<file path="src/rtl/bridge_pkg.sv">
// Shared constants, FSM state codes and read-data mux helper for the CPU-to-device bridge.
// Pure package: no timing or flow-control behaviour of its own.
package bridge_pkg;

  localparam int          MAX_DEV       = 6;
  localparam logic [31:0] BASE_ADDR_DEF = 32'h7F00;
  localparam logic [31:0] DEV_SPAN_DEF  = 32'h10;
  localparam logic [31:0] WIN_BYTES     = 32'hC;

  localparam logic [1:0] ST_IDLE = 2'd0;
  localparam logic [1:0] ST_BUSY = 2'd1;
  localparam logic [1:0] ST_RESP = 2'd2;

  function automatic logic [31:0] dev_rd_sel(input logic [MAX_DEV*32-1:0] rd_bus,
                                             input logic [2:0]             idx);
    return rd_bus[32*idx +: 32];
  endfunction

endpackage

</file>
<file path="src/rtl/bridge_addr_decode.sv">
// Combinational byte-address decode to a one-hot device hit vector, hit index and miss flag.
// Zero latency; misaligned addresses and the unused 4th word of each window count as misses.
module bridge_addr_decode import bridge_pkg::*; #(
  parameter int          NDEV      = 2,
  parameter logic [31:0] BASE_ADDR = BASE_ADDR_DEF,
  parameter logic [31:0] DEV_SPAN  = DEV_SPAN_DEF
) (
  input  logic [31:0]     addr,
  output logic [NDEV-1:0] hit,
  output logic [2:0]      idx,
  output logic            miss
);

  logic [31:0] off;
  logic [31:0] lo;

  always_comb begin
    off = addr - BASE_ADDR;
    lo  = '0;
    hit = '0;
    idx = '0;
    for (int i = 0; i < NDEV; i++) begin
      lo = 32'(i) * DEV_SPAN;
      // addr >= BASE_ADDR guards against off wrapping for addresses below the base
      if (addr[1:0] == 2'b00 && addr >= BASE_ADDR && off >= lo && off < lo + WIN_BYTES) begin
        hit[i] = 1'b1;
        idx    = 3'(i);
      end
    end
    miss = ~|hit;
  end

endmodule

</file>
<file path="src/rtl/dev_bridge_ctrl.sv">
// CPU peripheral bridge: decode, req/ack to one device, 1-cycle pr_ready (hit+ack: 2 cycles, miss: 1).
// CPU holds pr_req until pr_ready; BUSY waits on dev_ack, bounded only when BRIDGE_TIMEOUT_EN is defined.
module dev_bridge_ctrl import bridge_pkg::*; #(
  parameter int          NDEV      = 2,
  parameter logic [31:0] DEV_SPAN  = DEV_SPAN_DEF,
  parameter logic [31:0] BASE_ADDR = BASE_ADDR_DEF
`ifdef BRIDGE_TIMEOUT_EN
  , parameter int        TIMEOUT_CYC = 16
`endif
) (
  input  logic               clk,
  input  logic               reset,
  input  logic               pr_req,
  input  logic [31:0]        pr_addr,
  input  logic [31:0]        pr_wd,
  input  logic               pr_we,
  output logic [31:0]        pr_rd,
  output logic               pr_ready,
  output logic               pr_err,
  output logic [NDEV-1:0]    dev_sel,
  output logic [1:0]         dev_addr,
  output logic [31:0]        dev_wd,
  output logic               dev_we,
  input  logic [NDEV*32-1:0] dev_rd,
  input  logic [NDEV-1:0]    dev_ack,
  input  logic [NDEV-1:0]    dev_irq,
  output logic [5:0]         hw_int
);

  logic [1:0]            state_q, state_d;
  logic [NDEV-1:0]       sel_q, sel_d;
  logic [2:0]            idx_q, idx_d;
  logic [1:0]            addr_q, addr_d;
  logic [31:0]           wd_q, wd_d;
  logic                  we_q, we_d;
  logic [31:0]           rd_q, rd_d;
  logic                  err_q, err_d;
  logic [5:0]            hw_int_q, hw_int_d;
  logic [NDEV-1:0]       dec_hit;
  logic [2:0]            dec_idx;
  logic                  dec_miss;
  logic [MAX_DEV*32-1:0] rd_pad;
  logic                  ack_sel;
  logic                  timeout;
`ifdef BRIDGE_TIMEOUT_EN
  logic [4:0]            cnt_q, cnt_d;
`endif

  bridge_addr_decode #(
    .NDEV      (NDEV),
    .BASE_ADDR (BASE_ADDR),
    .DEV_SPAN  (DEV_SPAN)
  ) u_decode (
    .addr (pr_addr),
    .hit  (dec_hit),
    .idx  (dec_idx),
    .miss (dec_miss)
  );

  always_comb begin
    state_d  = state_q;
    sel_d    = sel_q;
    idx_d    = idx_q;
    addr_d   = addr_q;
    wd_d     = wd_q;
    we_d     = we_q;
    rd_d     = rd_q;
    err_d    = err_q;
    hw_int_d = '0;
    hw_int_d[NDEV-1:0] = dev_irq;
    rd_pad   = '0;
    rd_pad[NDEV*32-1:0] = dev_rd;
    ack_sel  = |(dev_ack & sel_q);
`ifdef BRIDGE_TIMEOUT_EN
    // Cleared while idle so every BUSY entry starts counting from zero
    timeout = (state_q == ST_BUSY) && (cnt_q == 5'(TIMEOUT_CYC - 1));
    cnt_d   = (state_q == ST_IDLE) ? 5'd0 :
              (state_q == ST_BUSY) ? cnt_q + 5'd1 : cnt_q;
`else
    timeout = 1'b0;
`endif

    case (state_q)
      ST_IDLE: begin
        if (pr_req) begin
          addr_d = pr_addr[3:2];
          wd_d   = pr_wd;
          we_d   = pr_we;
          rd_d   = '0;
          if (dec_miss) begin
            err_d   = 1'b1;
            state_d = ST_RESP;
          end else begin
            sel_d   = dec_hit;
            idx_d   = dec_idx;
            err_d   = 1'b0;
            state_d = ST_BUSY;
          end
        end
      end
      ST_BUSY: begin
        // A simultaneous ack wins over the timeout
        if (ack_sel) begin
          rd_d    = we_q ? 32'h0 : dev_rd_sel(rd_pad, idx_q);
          err_d   = 1'b0;
          sel_d   = '0;
          state_d = ST_RESP;
        end else if (timeout) begin
          rd_d    = '0;
          err_d   = 1'b1;
          sel_d   = '0;
          state_d = ST_RESP;
        end
      end
      ST_RESP: state_d = ST_IDLE;
      default: state_d = ST_IDLE;
    endcase
  end

  always_ff @(posedge clk or negedge reset) begin
    if (!reset) begin
      state_q  <= ST_IDLE;
      sel_q    <= '0;
      idx_q    <= '0;
      addr_q   <= '0;
      wd_q     <= '0;
      we_q     <= 1'b0;
      rd_q     <= '0;
      err_q    <= 1'b0;
      hw_int_q <= '0;
`ifdef BRIDGE_TIMEOUT_EN
      cnt_q    <= '0;
`endif
    end else begin
      state_q  <= state_d;
      sel_q    <= sel_d;
      idx_q    <= idx_d;
      addr_q   <= addr_d;
      wd_q     <= wd_d;
      we_q     <= we_d;
      rd_q     <= rd_d;
      err_q    <= err_d;
      hw_int_q <= hw_int_d;
`ifdef BRIDGE_TIMEOUT_EN
      cnt_q    <= cnt_d;
`endif
    end
  end

  assign pr_ready = (state_q == ST_RESP);
  assign pr_rd    = pr_ready ? rd_q : 32'h0;
  assign pr_err   = pr_ready & err_q;
  assign dev_sel  = sel_q;
  assign dev_addr = addr_q;
  assign dev_wd   = wd_q;
  assign dev_we   = we_q & (|sel_q);
  assign hw_int   = hw_int_q;

endmodule

</file>
<file path="config.mk">
export PLATFORM = sky130hd
export DESIGN_NAME = dev_bridge_ctrl
export DESIGN_NICKNAME = d
export VERILOG_FILES = /design/src/rtl/bridge_pkg.sv /design/src/rtl/bridge_addr_decode.sv /design/src/rtl/dev_bridge_ctrl.sv
export SDC_FILE = /design/constraint.sdc
export NUM_CORES = 1
export LEC_CHECK = 0
export ABC_AREA = 1
export CAP_MARGIN = 20
export CORE_UTILIZATION = 40
export CTS_CLUSTER_SIZE = 25
export DETAILED_ROUTE_END_ITERATION = 8
export HOLD_SLACK_MARGIN = 0.15
export PLACE_DENSITY = 0.84
export RECOVER_POWER = 50
export SLEW_MARGIN = 20
export SYNTH_ARGS = -nofsm -noshare
export SYNTH_HDL_FRONTEND = slang
export SYNTH_SLANG_ARGS = --single-unit
export TNS_END_PERCENT = 5
</file>
<file path="constraint.sdc">
create_clock -name clk -period 1.7 [get_ports clk]
set_input_delay 0.255 -clock clk [delete_from_list [all_inputs] [get_ports clk]]
set_output_delay 0.255 -clock clk [all_outputs]
set_load 0.01 [all_outputs]
</file>
* After elaboration in Yosys (flattened, before gate mapping)
Cells that the tools add are included.
** Storage, ports and cells
- Bits in registers :: 77
- Output and inout bits :: 77
- Word-level logic and storage cells :: 60
** Operators by class
- $add $sub $neg :: 1
- Order comparisons :: 5
- Equal/unequal tests :: 5
- Shifts and indexed selects :: 1
- Multiplexer cells :: 20
- Bitwise logic cells :: 3
- Reduce and logical (&&, ||, !) cells :: 16
** Operators by type and width (number)
- 192-bit by 9-bit indexed part select with 32-bit output :: 1
- 32-bit 2-to-1 mux :: 4
- 32-bit one-hot mux with 2 select lines :: 1
- 32-bit by 1-bit greater-or-equal comparator with 1-bit output, second input constant :: 1
- 32-bit by 15-bit greater-or-equal comparator with 1-bit output, second input constant :: 1
- 32-bit by 5-bit greater-or-equal comparator with 1-bit output, second input constant :: 1
- 32-bit by 4-bit < comparator with 1-bit output, second input constant :: 1
- 32-bit by 5-bit < comparator with 1-bit output, second input constant :: 1
- 32-bit by 15-bit subtractor with 32-bit output, second input constant :: 1
- 2-bit 2-to-1 mux :: 6
- 2-bit one-hot mux with 2 select lines :: 2
- 1-bit 2-to-1 mux :: 6
- 3-bit AND reduction :: 2
- 2-bit OR reduction :: 3
- 1-bit logical AND :: 5
- 2-bit logical NOT :: 2
- 2-bit inequality test, second input constant :: 2
- 2-bit AND reduction :: 2
- 4-bit AND reduction :: 1
- 1-bit bitwise AND :: 2
- 2-bit bitwise AND :: 1
- 2-bit by 1-bit == test with 1-bit output, second input constant :: 1
- 2-bit == test, second input constant :: 1
- 2-bit by 1-bit inequality test with 1-bit output, second input constant :: 1
- other kinds (2) :: 2

* Depth between registers and ports, before layout
Gate-level depths: netlist of run 1.
- Depth after elaboration :: 9
- Gate-level depth with buffers :: 14
- Mapped depth without buffers :: 14

* Hierarchy
From an unflattened synthesis of run 1, not the netlist that was laid out.
** Unflattened totals
- Cell total of the unflattened synthesis :: 685
- Area, all modules :: 4566.9 um2
** By module, submodules not included
- dev_bridge_ctrl :: instances 1, cells an instance 555, area each 3928.8 um2, sequential area each 1926.8 um2
- bridge_addr_decode :: instances 1, cells an instance 130, area each 638.1 um2, sequential area each 0.0 um2

* Worst setup path after synthesis of run 1
No wires, ideal clock.
- Path kind :: flip-flop to flip-flop
- From :: register state_q[0]
- To :: register rd_q[22]
- Setup time :: 95 ps
- Arrival time :: 1400 ps
- Required time :: 1605 ps
- Path slack :: 205 ps
- Cell stages (with the launch flop) :: 10
- Buffers on the path :: 2
- Cells stage by stage :: dfrtp_1 -> inv_1 -> nor2_1 -> nand3_1 -> o31ai_1 -> nor2_2 -> inv_1 -> buf_2 -> buf_2 -> o31ai_1
** Between the ends
- Longest elaborated chain between the ends :: 3
- Elaborated cells between the ends (all ways) :: 7
- Those cells by class :: eq/ne: 3; mux: 1; reduce/logical: 3
** RTL lines
- start: declaration :: RTL line dev_bridge_ctrl.sv:30 : logic [1:0] state_q, state_d;
- start signal: assignment :: RTL line dev_bridge_ctrl.sv:135 : state_q <= state_d;
- 2-bit by 1-bit == test with 1-bit output / 2-bit logical NOT (equally long branches) :: RTL line dev_bridge_ctrl.sv:83 : case (state_q)
- 2-bit inequality test (no source line) / 2-bit nonzero test (equally long branches)
- 3-bit AND reduction (no source line)
- end signal: assignment :: RTL line dev_bridge_ctrl.sv:141 : rd_q <= rd_d;
- end: declaration :: RTL line dev_bridge_ctrl.sv:36 : logic [31:0] rd_q, rd_d;
Parallel ways exist; a longest one is shown, timed or not.
A chain may end at the register's enable or synchronous reset.

* Worst setup path after layout of run 1
- From :: register state_q[1]
- To :: output port pr_rd[5]
** Between the ends
- Longest elaborated chain between the ends :: 2
** RTL lines
- 2-bit == test :: RTL line dev_bridge_ctrl.sv:150 : assign pr_ready = (state_q == ST_RESP);
- 32-bit 2-to-1 mux :: RTL line dev_bridge_ctrl.sv:151 : assign pr_rd = pr_ready ? rd_q : 32'h0;
- end: declaration :: RTL line dev_bridge_ctrl.sv:17 : output logic [31:0] pr_rd,
Every way passes these cells.

==> results of run 1 <==
[synth_stat cells (2+ instances only)]
master / instances / share of area (%)
a21oi_1: 5 / 0.63
nor4_1: 2 / 0.31
nor2_1: 60 / 5.7
inv_2: 2 / 0.19
nor3_1: 2 / 0.25
nand3_1: 9 / 1.1
mux2_2: 34 / 9.6
dfrtp_1: 75 / 47
nor2_2: 7 / 1.1
nand3b_1: 2 / 0.38
buf_1: 5 / 0.47
nand4_1: 3 / 0.47
nand3_2: 5 / 1.3
buf_4: 4 / 0.75
o31ai_1: 33 / 6.2
buf_2: 10 / 1.3
mux2i_1: 32 / 8.1
clkbuf_1: 6 / 0.57
nand2_1: 80 / 7.5
or2_2: 2 / 0.31
inv_1: 52 / 4.9
[through the flow]
stage / utilization, % / instances / setup slack (ns) / instance area, um^2 / total power (W)
final: 68.9 / 819 / 0.0135 / 6670 / 0.00665
after global routing: 68.9 / 819 / -0.102 / 6670 / 0.00706
after CTS: 68.4 / 810 / -0.119 / 6630 / 0.00679
after detailed placement: 66.4 / 793 / -0.509 / 6430 / 0.00550
after global placement: 66.4 / 793 / -0.402 / 6430 / 0.00538
after floorplan: - / 443 / 0.205 / 3990 / 0.00372
[worst max-delay path: cells and delay by family (launching register included)]
kind | cells | cell delay, ns
buf+inv | 4 | 0.53
flops | 1 | 0.35
simple gates | 2 | 0.22
[layer usage]
| layer | share of wire (%) | vias to the layer above |
|---|---|---|
| met5 | 0 | - |
| met4 | 2.2 | 0 |
| met3 | 8.3 | 28 |
| met2 | 51 | 175 |
| met1 | 38 | 1831 |
| li1 | - | 1910 |
[worst paths after layout]
check	end	slack, ns	cells after the start
max in group asynchronous	dev_wd[23]	0.23	3
min in group asynchronous	rd_q[13]	0.47	2
worst max-delay path	pr_rd[5]	0.01	6
worst max register to register	rd_q[1]	0.11	9
worst min register to register	rd_q[16]	0.49	2
worst min-delay path	hw_int[1]	0.46	1
[what timing repair did]
item / CTS / global route
hold buffers: 1 / 0
buffers inserted: 0 / 8
setup endpoints to repair: 41 / 68
pin swaps: 2 / 21
gates cloned: 0 / 1
gates resized for setup: 85 / 81
endpoints found under the hold margin: 23 / 0
[sequential cells by signal, summed over array words and instances, names as in the netlist]
name / cells
dev_addr: 2
dev_sel: 2
dev_wd: 32
err_q: 1
hw_int: 2
idx_q: 1
rd_q: 32
state_q: 2
we_q: 1
[kinds of logic after synthesis]
| group | synth area share (%) |
|---|---|
| other | 0.0942 |
| buffers and inverters | 8.43 |
| DFF | 47.2 |
| muxes | 17.7 |
| AOI/OAI and AO/OA | 7.70 |
| and+or+nand+nor | 18.9 |
[area by class of cell]
class	instances	area share (%)
clock inverter	7	0.844
tap	133	2.49
sequential	75	28.1
clock buffer	9	1.86
inverter	54	3.08
timing repair buffer	252	35.0
multi-input combinational	289	28.6
[where the power goes]
group,internal [W],switching [W]
registers,0.00223,0.000224
logic,0.00162,0.00131
clock network,0.000551,0.000711
==> results.ini, run 1 <==
[status]
status=finished, final reports clean

[job]
maxCapViolCount=0

[logic_synthesis]
syn_area_um2=3980
synthFlopType=dfrtp_1
ys_types=31
ys_ff_latch=75
synthCells=440
yosys_warnings=0
avgSynthCellArea_um2=9.04
async_reset_ff_share_pct=100
synth_edf_count=0
seq_area_frac_synth_pct=47.2

[detailed_routing]
postRouteAntennaNets=0
vias=3944
routed_via_density=4.82
drtIter0Drc=129
drc_errors=0
detailedRoute.firstPassIterationCount=4
routedWlPerCell_um=14.8
wl_um=12100

[cells_and_area]
drive_gt1_share_pct=25.7
layout_commonest_cell=clkdlybuf4s50_1
fillers=770
multiInputGateArea_um2=1910
nets=817
antennaDiodeCount=0
seqCellArea_um2=1880
layout_common_cells=132 x clkdlybuf4s50_1, 74 x dfrtp_1, 72 x nand2_1
syn_to_final_growth_pct=67.7

[sta]
post-route-period-util_pct=99.2
finalHoldViolCount=0
slew_violations=0
period_minus_slack_ns=1.69
rsz0062_at_grt=yes
worst_hold_slack_ns=0.462
worstMarginPinSlew_ns=0.643
setup_tns_ns=0
finalSetupViolations=0
timing.fmax_mhz=593
slew_headroom_pct=57.2
fin_worst_skew_ns=0.0128

[die]
die-area_um2=10400
io_pins=213
start_util_pct=41.1
die_w_um=102
placeableCoreArea_um2=9680
dieHeight_um=102
rows=36

[grt]
grt_max_degree=37
grt_pass1_vias=3959
grt_most_used_layer=met2
gr-usage-all-layers_pct=22.2
grt_use_met1_pct=23.2
met2_usage_pct=41.3
antenna_found_initial=0
grt_pass1_wl_um=17600
grt_use_met3_pct=6.69
grt_overflow=0

[setup_path]
crit_type=reg2out
worst_setup_path_start_kind=register
cp-end-kind=output port
cp-startpoint=state_q[1]
regToRegStartpoint=state_q[0]
crit_chain=inv_1, nor2_2, inv_2, buf_4, nor2_1, clkdlybuf4s15_2
critPathRequiredTime_ns=1.44
cp_slowest_cell=dfrtp_1
crit_arrival_ns=1.43
worstPathMaxFanout=9
max_stage_delay_ns=0.35

[clock_tree]
clock_path_buffers=2
clock-sinks=75
htreeDepth=3
insertion_delay_ns=0.34
cts_buffers=9
clkSlewWorstSetupHoldPaths_ns=0.09
tritoncts=yes
cts_root_buffer=clkbuf_8

[worst_hold_path]
hold_path_class=in2reg
min-delay-start=dev_irq[1]

[power_and_ir_drop]
peakVddDrop_v=0.000881
power_density_nw_per_um2=997
leakage_nw=3.00

[placement]
place_congestion=0.880
portBuffers=208
hpwl_um=9130

Note: power is estimated with default switching activity, not from simulation.
==> run 2: changes to the inputs <==
--- a/config.mk
+++ b/config.mk
@@ -6,13 +6,13 @@
 export NUM_CORES = 1
 export LEC_CHECK = 0
 export ABC_AREA = 1
-export CAP_MARGIN = 20
 export CORE_UTILIZATION = 40
 export CTS_CLUSTER_SIZE = 25
 export DETAILED_ROUTE_END_ITERATION = 8
 export HOLD_SLACK_MARGIN = 0.15
 export PLACE_DENSITY = 0.84
 export RECOVER_POWER = 50
+export REMOVE_ABC_BUFFERS = 1
 export SLEW_MARGIN = 20
 export SYNTH_ARGS = -nofsm -noshare
 export SYNTH_HDL_FRONTEND = slang
==> results.ini, run 2 (synthesis results as in run 1) <==
[clock_tree]
cts_buffers=9  ; unchanged
tritoncts=yes
cts_root_buffer=clkbuf_8
clock_path_buffers=2  ; unchanged
clock-sinks=75  ; unchanged
clkSlewWorstSetupHoldPaths_ns=0.08  ; about the same
htreeDepth=3  ; unchanged
insertion_delay_ns=0.34  ; about the same

[sta]
slew_headroom_pct=52.1  ; -5.1 points
slew_violations=0  ; unchanged
fin_worst_skew_ns=0.0148  ; +0.00195 ns
period_minus_slack_ns=1.67  ; -0.0198 ns
post-route-period-util_pct=98.0  ; -1.2 points
worstMarginPinSlew_ns=0.718  ; +0.0758 ns
finalHoldViolCount=0  ; unchanged
timing.fmax_mhz=600  ; +1.2%
setup_tns_ns=0  ; unchanged
finalSetupViolations=0  ; unchanged
rsz0062_at_grt=yes

[detailed_routing]
routed_via_density=4.81  ; about the same
vias=3897  ; -1.2%
detailedRoute.firstPassIterationCount=4  ; unchanged
routedWlPerCell_um=14.7  ; -0.55%
drtIter0Drc=131  ; +1.6%
postRouteAntennaNets=0  ; unchanged
wl_um=11900  ; -1.6%
drc_errors=0  ; unchanged

[power_and_ir_drop]
combPwrFrac_pct=42.6  ; -1.5 points
leakage_nw=3.00  ; about the same
clockPowerShare_pct=22.5  ; +3.5 points
power_density_nw_per_um2=1050  ; +5.2%
p_seq_share_pct=35.0  ; -1.9 points
swShare_pct=31.8  ; -1.9 points
switchingPower_w=0.00223  ; -0.59%
p_int_w=0.00478  ; +8.4%
finalPower_w=0.00701  ; +5.4%
peakVddDrop_v=0.000802  ; -9.0%

[cells_and_area]
layout_common_cells=151 x clkdlybuf4s50_1, 74 x dfrtp_1, 70 x nand2_1
nets=808  ; -1.1%
antennaDiodeCount=0  ; unchanged
finalNonFillerCells=810  ; -1.1%
layout_commonest_cell=clkdlybuf4s50_1
syn_to_final_growth_pct=68.0
drive_gt1_share_pct=25.3  ; -0.40 points

[setup_path]
worstPathMaxFanout=19  ; +10
crit_chain=nor2_2, inv_2, buf_12, nor2_1, clkdlybuf4s15_2
worst-path-buf-inv=3  ; -1
worst_setup_path_start_kind=register
max_stage_delay_ns=0.39  ; +0.04 ns
cp_top_family=buffers and inverters
cp-end-kind=output port
crit_arrival_ns=1.41  ; -0.02 ns
crit_type=reg2out
critPathRequiredTime_ns=1.44  ; about the same
cp_slowest_cell=dfrtp_1

[grt]
grt_pass1_wl_um=17400  ; -1.5%
grt_most_used_layer=met2
met2_usage_pct=38.5  ; -2.8 points
gr-usage-all-layers_pct=21.7  ; -0.58 points
grt_use_met1_pct=24.1  ; +0.83 points
grt_pass1_vias=3769  ; -4.8%
antenna_found_initial=0  ; unchanged
grt_use_met3_pct=6.63  ; -0.069 points
grt_max_degree=48  ; +30%
grt_overflow=0  ; unchanged

[die]
die_w_um=102  ; unchanged
rows=36  ; unchanged
die-area_um2=10400  ; unchanged
dieHeight_um=102  ; unchanged
start_util_pct=41.1  ; unchanged
placeableCoreArea_um2=9680  ; unchanged
io_pins=213  ; unchanged

[status]
status=finished, final reports clean

[placement]
hpwl_um=8820  ; -3.4%
dp_cells=787  ; -0.76%
portBuffers=208  ; unchanged
place_congestion=0.843  ; -4.1%

[job]
maxCapViolCount=0  ; unchanged

[worst_hold_path]
hold_path_class=in2reg

==> run 2: changes by cell type in the layout (fill, tap and decap cells not counted), moves of 2 or more <==
cell             change
buf_2               +20
clkbuf_2            -20
clkdlybuf4s50_1     +19
dlygate4sd3_1       -19
buf_4               -11
bufinv_16            +2
nand2_1              -2
==> run 2: power by group through the flow <==
stage                     clock network (W)  logic (W)  registers (W)
after floorplan                           0   0.000941        0.00268
after global placement                    0    0.00291        0.00245
after detailed placement                  0    0.00294        0.00248
after CTS                           0.00162    0.00296        0.00245
after global routing                0.00168    0.00319        0.00250
final                               0.00157    0.00298        0.00245
==> run 2: routing by layer <==
| layer | part of all wire [%] | vias to the layer above | wire (um) |
|---|---|---|---|
| met1 | 38 | 1834 | 4580 |
| met2 | 52 | 154 | 6160 |
| met5 | 0 | - | 0 |
| li1 | - | 1893 | - |
| met3 | 8.2 | 16 | 976 |
| met4 | 1.9 | 0 | 221 |
==> run 2: cell type report <==
class,count,area [um^2]
fill,754,3000
timing repair buffer,243,2290
multi-input combinational,289,1920
sequential,75,1880
inverter,54,205
tap,133,166
clock buffer,9,124
clock inverter,7,106
==> run 2: repair_timing <==
item                       CTS  global route
hold endpoints to repair    28             0
cloned                       0             1
hold buffers                 1             0
resized for setup          120            77
setup buffers                0             5
setup endpoints to repair   41            68
pin swaps                    3            27
==> run 2: path summary, 6_finish.rpt <==
path,from,endpoint,slack (ns),depth (start not counted)
hold reg to reg,rd_q[19],rd_q[19],0.49,2
setup / recovery,state_q[0],pr_rd[20],0.03,5
hold / removal,dev_irq[0],hw_int[0],0.46,1
max in group asynchronous,reset,dev_wd[16],0.33,3
setup reg to reg,state_q[0],idx_q[0],0.05,6
min in group asynchronous,reset,rd_q[29],0.49,2
==> run 2: through the flow <==
stage | hold slack [ns] | util [%] | area, um^2 | setup WS (ns)
floorplan | -0.0406 | - | 3860 | -0.435
global placement | 0.204 | 65.9 | 6380 | -0.392
detailed placement | 0.206 | 65.9 | 6380 | -0.530
CTS | 0.333 | 68.4 | 6630 | -0.0505
global route | 0.449 | 69.0 | 6680 | -0.0914
finish | 0.463 | 69.0 | 6680 | 0.0333
